**config.mk**
```make
export PLATFORM = sky130hd
export DESIGN_NAME = spi_reg_sequencer
export DESIGN_NICKNAME = d
export VERILOG_FILES = /design/src/rtl/spi_reg_sequencer.sv
export SDC_FILE = /design/constraint.sdc
export NUM_CORES = 1
export LEC_CHECK = 0
export ABC_AREA = 0
export ABC_CLOCK_PERIOD_IN_PS = 2700
export BUFFER_PORTS_ARGS = -buffer_cell sky130_fd_sc_hd__buf_2
export CAP_MARGIN = 20
export CORE_MARGIN = 5
export CORE_UTILIZATION = 50
export DETAILED_ROUTE_END_ITERATION = 10
export MAX_ROUTING_LAYER = met4
export PLACE_DENSITY = 0.75
export REMOVE_ABC_BUFFERS = 1
export SETUP_SLACK_MARGIN = 0.5
export SYNTH_ARGS = -nofsm -noshare
export SYNTH_HDL_FRONTEND = slang
export SYNTH_SLANG_ARGS = --single-unit
```
**constraint.sdc**
```tcl
create_clock -name SYS_CLK -period 2.7 [get_ports SYS_CLK]
set_clock_uncertainty 0.05 [all_clocks]
set_input_delay 0 -clock SYS_CLK [delete_from_list [all_inputs] [get_ports SYS_CLK]]
set_output_delay 0 -clock SYS_CLK [all_outputs]
set_load 0.01 [all_outputs]
```
**src/rtl/spi_reg_sequencer.sv**
```systemverilog
// SPI word-level command sequencer: header decode, burst register write/read with auto-increment.
// Optional status word at the all-ones address is enabled by defining SPI_SEQ_STATUS_EN.
module spi_reg_sequencer #(
    parameter int ADDR_W     = 7,
    parameter int RD_TIMEOUT = 64
) (
    input  logic              SYS_CLK,
    input  logic              RST,
    input  logic              SSEL_ACTIVE,
    input  logic              WORD_VALID,
    input  logic [15:0]       WORD_IN,
    output logic              TX_LOAD,
    output logic [15:0]       TX_WORD,
    output logic [ADDR_W-1:0] REG_ADDR,
    output logic [15:0]       REG_WDATA,
    output logic              REG_WE,
    output logic              REG_RE,
    input  logic [15:0]       REG_RDATA,
    input  logic              REG_RVALID,
    output logic              BUSY,
    output logic              ERR
);
    localparam int TW = $clog2(RD_TIMEOUT + 1);

    typedef enum logic [2:0] {IDLE, HDR, WR, RD_WAIT, RD_HOLD, DRAIN} state_t;

    state_t            state, state_n;
    logic [ADDR_W-1:0] addr, addr_n, addr_inc, hdr_addr, reg_addr_n;
    logic [7:0]        count, count_n;
    logic [TW-1:0]     timer, timer_n;
    logic [15:0]       tx_word_n, wdata_n;
    logic              tx_load_n, we_n, re_n, err_n;
    logic              stat_pend, stat_pend_n;
    logic              hdr_stat, inc_stat, cur_stat;

    assign hdr_addr = WORD_IN[8 +: ADDR_W];
    assign addr_inc = addr + ADDR_W'(1);
    assign BUSY     = (state != IDLE);

`ifdef SPI_SEQ_STATUS_EN
    assign hdr_stat = (hdr_addr == '1);
    assign inc_stat = (addr_inc == '1);
    assign cur_stat = (addr == '1);
`else
    assign hdr_stat = 1'b0;
    assign inc_stat = 1'b0;
    assign cur_stat = 1'b0;
`endif

    always_ff @(posedge SYS_CLK or posedge RST) begin
        if (RST) begin
            state     <= IDLE;
            addr      <= '0;
            count     <= '0;
            timer     <= '0;
            stat_pend <= 1'b0;
            TX_LOAD   <= 1'b0;
            TX_WORD   <= '0;
            REG_ADDR  <= '0;
            REG_WDATA <= '0;
            REG_WE    <= 1'b0;
            REG_RE    <= 1'b0;
            ERR       <= 1'b0;
        end else begin
            state     <= state_n;
            addr      <= addr_n;
            count     <= count_n;
            timer     <= timer_n;
            stat_pend <= stat_pend_n;
            TX_LOAD   <= tx_load_n;
            TX_WORD   <= tx_word_n;
            REG_ADDR  <= reg_addr_n;
            REG_WDATA <= wdata_n;
            REG_WE    <= we_n;
            REG_RE    <= re_n;
            ERR       <= err_n;
        end
    end

    always_comb begin
        state_n     = state;
        addr_n      = addr;
        count_n     = count;
        timer_n     = timer;
        stat_pend_n = 1'b0;
        reg_addr_n  = REG_ADDR;
        wdata_n     = REG_WDATA;
        tx_word_n   = TX_WORD;
        tx_load_n   = 1'b0;
        we_n        = 1'b0;
        re_n        = 1'b0;
        err_n       = ERR;
        // Slave-select drop overrides everything, including a word arriving in the same cycle.
        if (!SSEL_ACTIVE) begin
            state_n = IDLE;
        end else begin
            case (state)
                IDLE: state_n = HDR;
                HDR: if (WORD_VALID) begin
                    addr_n  = hdr_addr;
                    count_n = WORD_IN[7:0];
                    err_n   = 1'b0;
                    if (WORD_IN[7:0] == 8'd0) begin
                        err_n   = 1'b1;
                        state_n = DRAIN;
                    end else if (WORD_IN[15]) begin
                        state_n = WR;
                    end else begin
                        reg_addr_n  = hdr_addr;
                        timer_n     = '0;
                        stat_pend_n = hdr_stat;
                        re_n        = !hdr_stat;
                        state_n     = RD_WAIT;
                    end
                end
                WR: if (WORD_VALID) begin
                    if (cur_stat) begin
                        err_n = 1'b0;
                    end else begin
                        we_n       = 1'b1;
                        wdata_n    = WORD_IN;
                        reg_addr_n = addr;
                    end
                    addr_n  = addr_inc;
                    count_n = count - 8'd1;
                    if (count == 8'd1) state_n = DRAIN;
                end
                RD_WAIT: begin
                    if (WORD_VALID) begin
                        err_n   = 1'b1;
                        state_n = DRAIN;
                    end else if (stat_pend) begin
                        tx_word_n = {ERR, BUSY, 6'b0, count};
                        tx_load_n = 1'b1;
                        state_n   = RD_HOLD;
                    end else if (REG_RVALID) begin
                        tx_word_n = REG_RDATA;
                        tx_load_n = 1'b1;
                        state_n   = RD_HOLD;
                    end else if (timer == TW'(RD_TIMEOUT - 1)) begin
                        err_n     = 1'b1;
                        tx_word_n = 16'hDEAD;
                        tx_load_n = 1'b1;
                        state_n   = DRAIN;
                    end else begin
                        timer_n = timer + TW'(1);
                    end
                end
                RD_HOLD: if (WORD_VALID) begin
                    count_n = count - 8'd1;
                    if (count == 8'd1) begin
                        state_n = DRAIN;
                    end else begin
                        addr_n      = addr_inc;
                        reg_addr_n  = addr_inc;
                        timer_n     = '0;
                        stat_pend_n = inc_stat;
                        re_n        = !inc_stat;
                        state_n     = RD_WAIT;
                    end
                end
                DRAIN: state_n = DRAIN;
                default: state_n = IDLE;
            endcase
        end
    end
endmodule

```
---- After elaboration in Yosys (flattened, before gate mapping) ----
Index checks and enable logic that the tools add are counted.
word-level totals
  memories kept ........................... 0
  output and inout bits ................... 44
  latch bits .............................. 0
  flip-flop bits (word level) ............. 68
  word-level logic and storage cells ...... 113
  input bits .............................. 37
  ROM bits ................................ 0
  bits in writable memories ............... 0
cells by class
  shift operators ......................... 0
  reductions and logical operators ........ 17
  magnitude comparators ................... 0
  equality and inequality tests ........... 24
  divide/modulo/power cells ............... 0
  bitwise logic cells ..................... 1
  add/subtract/negate cells ............... 3
  multiplexer cells ....................... 57
  multipliers ............................. 0
operators with widths
  kind                                                  count
  two-way mux 7 bit                                     16
  one-hot mux 7 bit (3 select lines)                    3
  two-way mux 16 bit                                    2
  two-way mux 3 bit                                     10
  two-way mux 1 bit                                     20
  != test 2 bit (second input constant)                 9
  != test 3 bit (second input constant)                 6
  one-hot mux 3 bit (6 select lines)                    1
  two-way mux 8 bit                                     2
  one-hot mux 8 bit (2 select lines)                    1
  adder 7 x 1 -> 7 bit (second input constant)          2
  AND reduction 10 bit                                  1
  AND reduction 5 bit                                   2
  nonzero test 3 bit                                    3
  equality test 8 x 1 -> 1 bit (second input constant)  1
  logical NOT 8 bit                                     1
  AND reduction 4 bit                                   2
  AND reduction 8 bit                                   1
  subtractor 8 x 1 -> 8 bit (second input constant)     1
  equality test 7 x 6 -> 1 bit (second input constant)  1
  equality test 3 x 2 -> 1 bit (second input constant)  2
  equality test 3 bit (second input constant)           2
  AND reduction 6 bit                                   1
  nonzero test 2 bit                                    3
  8 further kinds                                       9

---- Logic depth before layout (Yosys ltp) ----
  depth after elaboration ................. 6
  gate-level depth with buffers ........... 9
  depth with buffers taken out ............ 7

---- Worst setup path before layout ----
OpenSTA, ideal clock, no wires.
  path type ............................... flip-flop to flip-flop
  start ................................... reg state[0]
  end ..................................... reg REG_WDATA[0]
  path slack .............................. 776 ps
  buffers on the path ..................... 3
  required time ........................... 2,525 ps
  arrival ................................. 1,749 ps
  setup time .............................. 125 ps
  stages on the path, launching flop included .. 6
  clock period less this slack ............ 1,924 ps
  path through ............................ dfrtp_1 -> buf_4 -> clkbuf_1 -> nor3_2 -> buf_2 -> mux2_2
on the way
  cells in the longest elaborated chain, start to end .. 2
ends and longest elaborated chain
  element                        line  source
  start, declared                27    state_t state, state_n;
  start signal, assigned         65    state <= state_n;
  equality test 3 x 2 -> 1 bit   97    case (state)
  AND reduction 3 bit (no line)  n/a
  end signal, assigned           73    REG_WDATA <= wdata_n;
  end, declared                  15    output logic [15:0] REG_WDATA,
Every way passes these cells.
A chain may end at the register's enable or synchronous reset.

---- Final worst setup path ----
  start ................................... reg timer[0]
  end ..................................... reg state[1]
on the way
  cells in the longest elaborated chain, start to end .. 3
ends and longest elaborated chain
  element                        line  source
  start, declared                30    logic [TW-1:0] timer, timer_n;
  start signal, assigned         68    timer <= timer_n;
  equality test 7 x 6 -> 1 bit   140   end else if (timer == TW'(RD_TIMEOUT - 1)) begin
  != test 5 bit (no line)        n/a
  AND reduction 5 bit (no line)  n/a
Every way passes these cells.

==> results.json <==
{
  "status": "complete, no violations",
  "antenna_cells": 0,
  "slew_headroom": 0.449,
  "hpwl_um": 6260,
  "antenna_found_initial": 0,
  "fp.dieH_um": 94.4,
  "htreeDepth": 3,
  "maxCapViolCount": 0,
  "synth_async_sr_flop_share": 1.00,
  "synth_fa_ha_area_frac": 0.0141,
  "rsz0062_at_grt": "false",
  "required_ns": 2.89,
  "slowest_delay_ns": 0.40,
  "critical_path_class": "reg2reg",
  "layout.nets": 512,
  "critical_path.endpoint_type": "flop",
  "finalSetupViolCount": 0,
  "clk_pin_slew_ns": 0.08,
  "whs_ns": 0.316,
  "slew_viol_final": 0,
  "peakVddDrop_mv": 0.732,
  "grt_pass1_vias": 3181,
  "die_area_um2": 8910,
  "post-route-period-util": 0.771,
  "pin_count": 81,
  "first_pass_iters": 5,
  "vias": 3265,
  "synth_xor_area_frac": 0.0148,
  "ys.warnings.count": 0,
  "synth_mux_area_frac": 0.0689,
  "grt_first_pass_wirelength_um": 15400,
  "finalCriticalPeriod_ns": 2.08,
  "hold_class": "in2async",
  "place_ws_ns": 0.363,
  "area_growth_pct": 33.0,
  "wl_um": 9370,
  "synthCells": 353,
  "tns_ns": 0,
  "netlist_area_um2": 3560,
  "power.switching_mw": 1.91,
  "clk-insertion-delay-late_ns": 0.35,
  "path_cells": "ha_1 > and4_1 > a21oi_1 > o2111a_1 > a31oi_2 > mux2_2",
  "initial_core_util": 0.518,
  "synth_area_leaders": "dfrtp_1, mux2_2, a21oi_1, o21ai_0, o22a_1",
  "arrival_ns": 2.27,
  "critPathLaunchType": "flop",
  "port_buffers": 80,
  "dp_cells": 516,
  "timing.final.ws_setup_ns": 0.618,
  "synth_edf_count": 0,
  "power.total_mw": 5.04,
  "rows": 30,
  "cts_root_buffer": "clkbuf_8",
  "synth_top_family_by_area": "compound AO/OA/AOI/OAI gates",
  "coreArea_um2": 6870,
  "grt_max_degree": 40,
  "yosysTopAreaCell": "dfrtp_1",
  "overflow": 0,
  "synth_cell_types": 60,
  "leakagePower_nw": 2.14,
  "synth_top_area_frac": 0.478,
  "clockBufferDepth": 2,
  "ys_seq_elements": 68,
  "viasPerCell": 5.71,
  "ant_nets": 0,
  "cp_max_fo": 4,
  "synth_compound_area_frac": 0.229,
  "synth-main-ff-cell": "dfrtp_1",
  "layout-drive-gt1-share": 0.309,
  "synth.avg_cell_area_um2": 10.1,
  "numCtsBuffers": 9,
  "worst_slew_pin_slew_ns": 0.826,
  "swShare": 0.379,
  "fmax_ghz": 0.480,
  "die_w_um": 94.4,
  "drc_errors": 0,
  "cellPowerDensity_nw_per_um2": 1060,
  "seq_area_frac_synth": 0.478,
  "clockPowerShare": 0.226,
  "cts_tree": "yes",
  "first_iter_violations": 184,
  "comb_power_share": 0.413,
  "yosys.area_share.simple": 0.152,
  "wl_per_cell_um": 16.4,
  "hold_violations": 0,
  "p_int_mw": 3.13,
  "cp_slowest_cell": "dfrtp_1",
  "fin_cells": 572,
  "globalRouteTotalUtil": 0.225,
  "clkSinkCount": 68,
  "place.gp.congestion": 0.916,
  "power_frac_seq": 0.361
}
[Yosys cell counts, types with 3 or more instances]
cell,number
dfrtp_1,68
a21oi_1,28
nand2_1,28
o21ai_0,25
mux2_2,20
nor2_1,15
nand3_1,14
o22a_1,14
inv_1,10
nand2b_1,10
o31ai_1,9
buf_2,8
o22ai_1,8
clkbuf_1,6
a22o_1,5
buf_4,5
nor2b_1,5
nor4_1,5
a31oi_1,4
ha_1,4
nor3_1,4
a22oi_1,3
nand4_1,3
o211ai_1,3
or3_1,3
xnor2_1,3
xor2_1,3
[layer usage]
metal | track usage | share of wire
met1 | 0.294 | 0.43
met2 | 0.349 | 0.47
met3 | 0.0454 | 0.075
met4 | 0.0818 | 0.021
met5 | - | 0
[power groups by stage]
stage | Combinational (mW) | Clock (mW) | Sequential [mW]
3_3_place_gp | 1.94 | 0 | 1.80
5_1_grt | 2.30 | 1.21 | 1.89
2_1_floorplan | 1.13 | 0 | 1.93
3_5_place_dp | 1.99 | 0 | 1.82
4_1_cts | 2.07 | 1.15 | 1.81
6_report | 2.08 | 1.14 | 1.82
[flip-flops by register name, summed over array words and instances (netlist names)]
name,count
timer,7
count,8
TX_WORD,16
REG_ADDR,7
REG_WE,1
REG_WDATA,16
addr,7
ERR,1
REG_RE,1
TX_LOAD,1
state,3
[repair_timing]
item                                   4_1_cts  5_1_grt
hold buffers                                36        0
endpoints found under the hold margin       89        0
resized for setup                            2        6
pin swaps                                    1        0
setup endpoints to repair                    6       25
setup buffers                                4        0
[cell families after synthesis]
kind of cell / count (synthesis)
AOI/OAI and AO/OA: 118
xor gates and xnor gates: 6
and+or+nand+nor: 102
muxes: 22
DFF: 68
buffers and inverters: 33
adders and majority gates: 4
[layout by cell type, fill, tap and decap left out, types with 4 or more instances in the layout]
cell           synthesis  final
nor2b_1                5      5
nand3_1               14     14
nand2b_1              10     10
o31ai_1                9      9
nor4_1                 5      4
buf_4                  5     12
ha_1                   4      4
o21ai_0               25     25
o22a_1                14     14
a21oi_1               28     28
dfrtp_1               68     65
inv_1                 10      9
mux2_2                20     20
nand2_1               28     28
clkbuf_8               0      9
bufinv_16              0      4
buf_2                  8     80
a22o_1                 5      5
nor2_1                15     15
nor3_1                 4      4
dlygate4sd3_1          0     36
o22ai_1                8      8
[area by class of cell]
type,count,area [um^2]
well taps,96,120
multi-input cells,252,1730
clock inverters,7,146
flip-flops and latches,68,1710
clock buffers,9,124
repair buffers,129,871
inverters,11,41.3
fillers,520,2130
[path summary, 6_finish.rpt]
check	from	endpoint	slack (ns)	cells past startpoint
max	timer[0]	state[1]	0.62	6
min	RST	REG_WDATA[14]	0.32	3
max reg2reg	timer[0]	state[1]	0.62	6
min reg2reg	REG_ADDR[1]	REG_ADDR[1]	0.44	2
max in group asynchronous	RST	TX_WORD[8]	1.55	4
min in group SYS_CLK	REG_RDATA[14]	TX_WORD[14]	0.35	3
[worst max-delay path, delay by kind of cell (launching register included)]
family	cells	cell delay, ns
compound gates	3	0.65
flops	1	0.40
mux	1	0.37
simple gates	1	0.29
fa+ha+maj	1	0.22
[stage by stage]
| stage | cell area (um^2) | util |
|---|---|---|
| 2_1_floorplan | 3450 | - |
| 3_3_place_gp | 4050 | 0.589 |
| 3_5_place_dp | 4050 | 0.589 |
| 4_1_cts | 4720 | 0.687 |
| 5_1_grt | 4740 | 0.690 |
| 6_report | 4740 | 0.690 |
No activity file was read; power rests on OpenSTA's default activity.
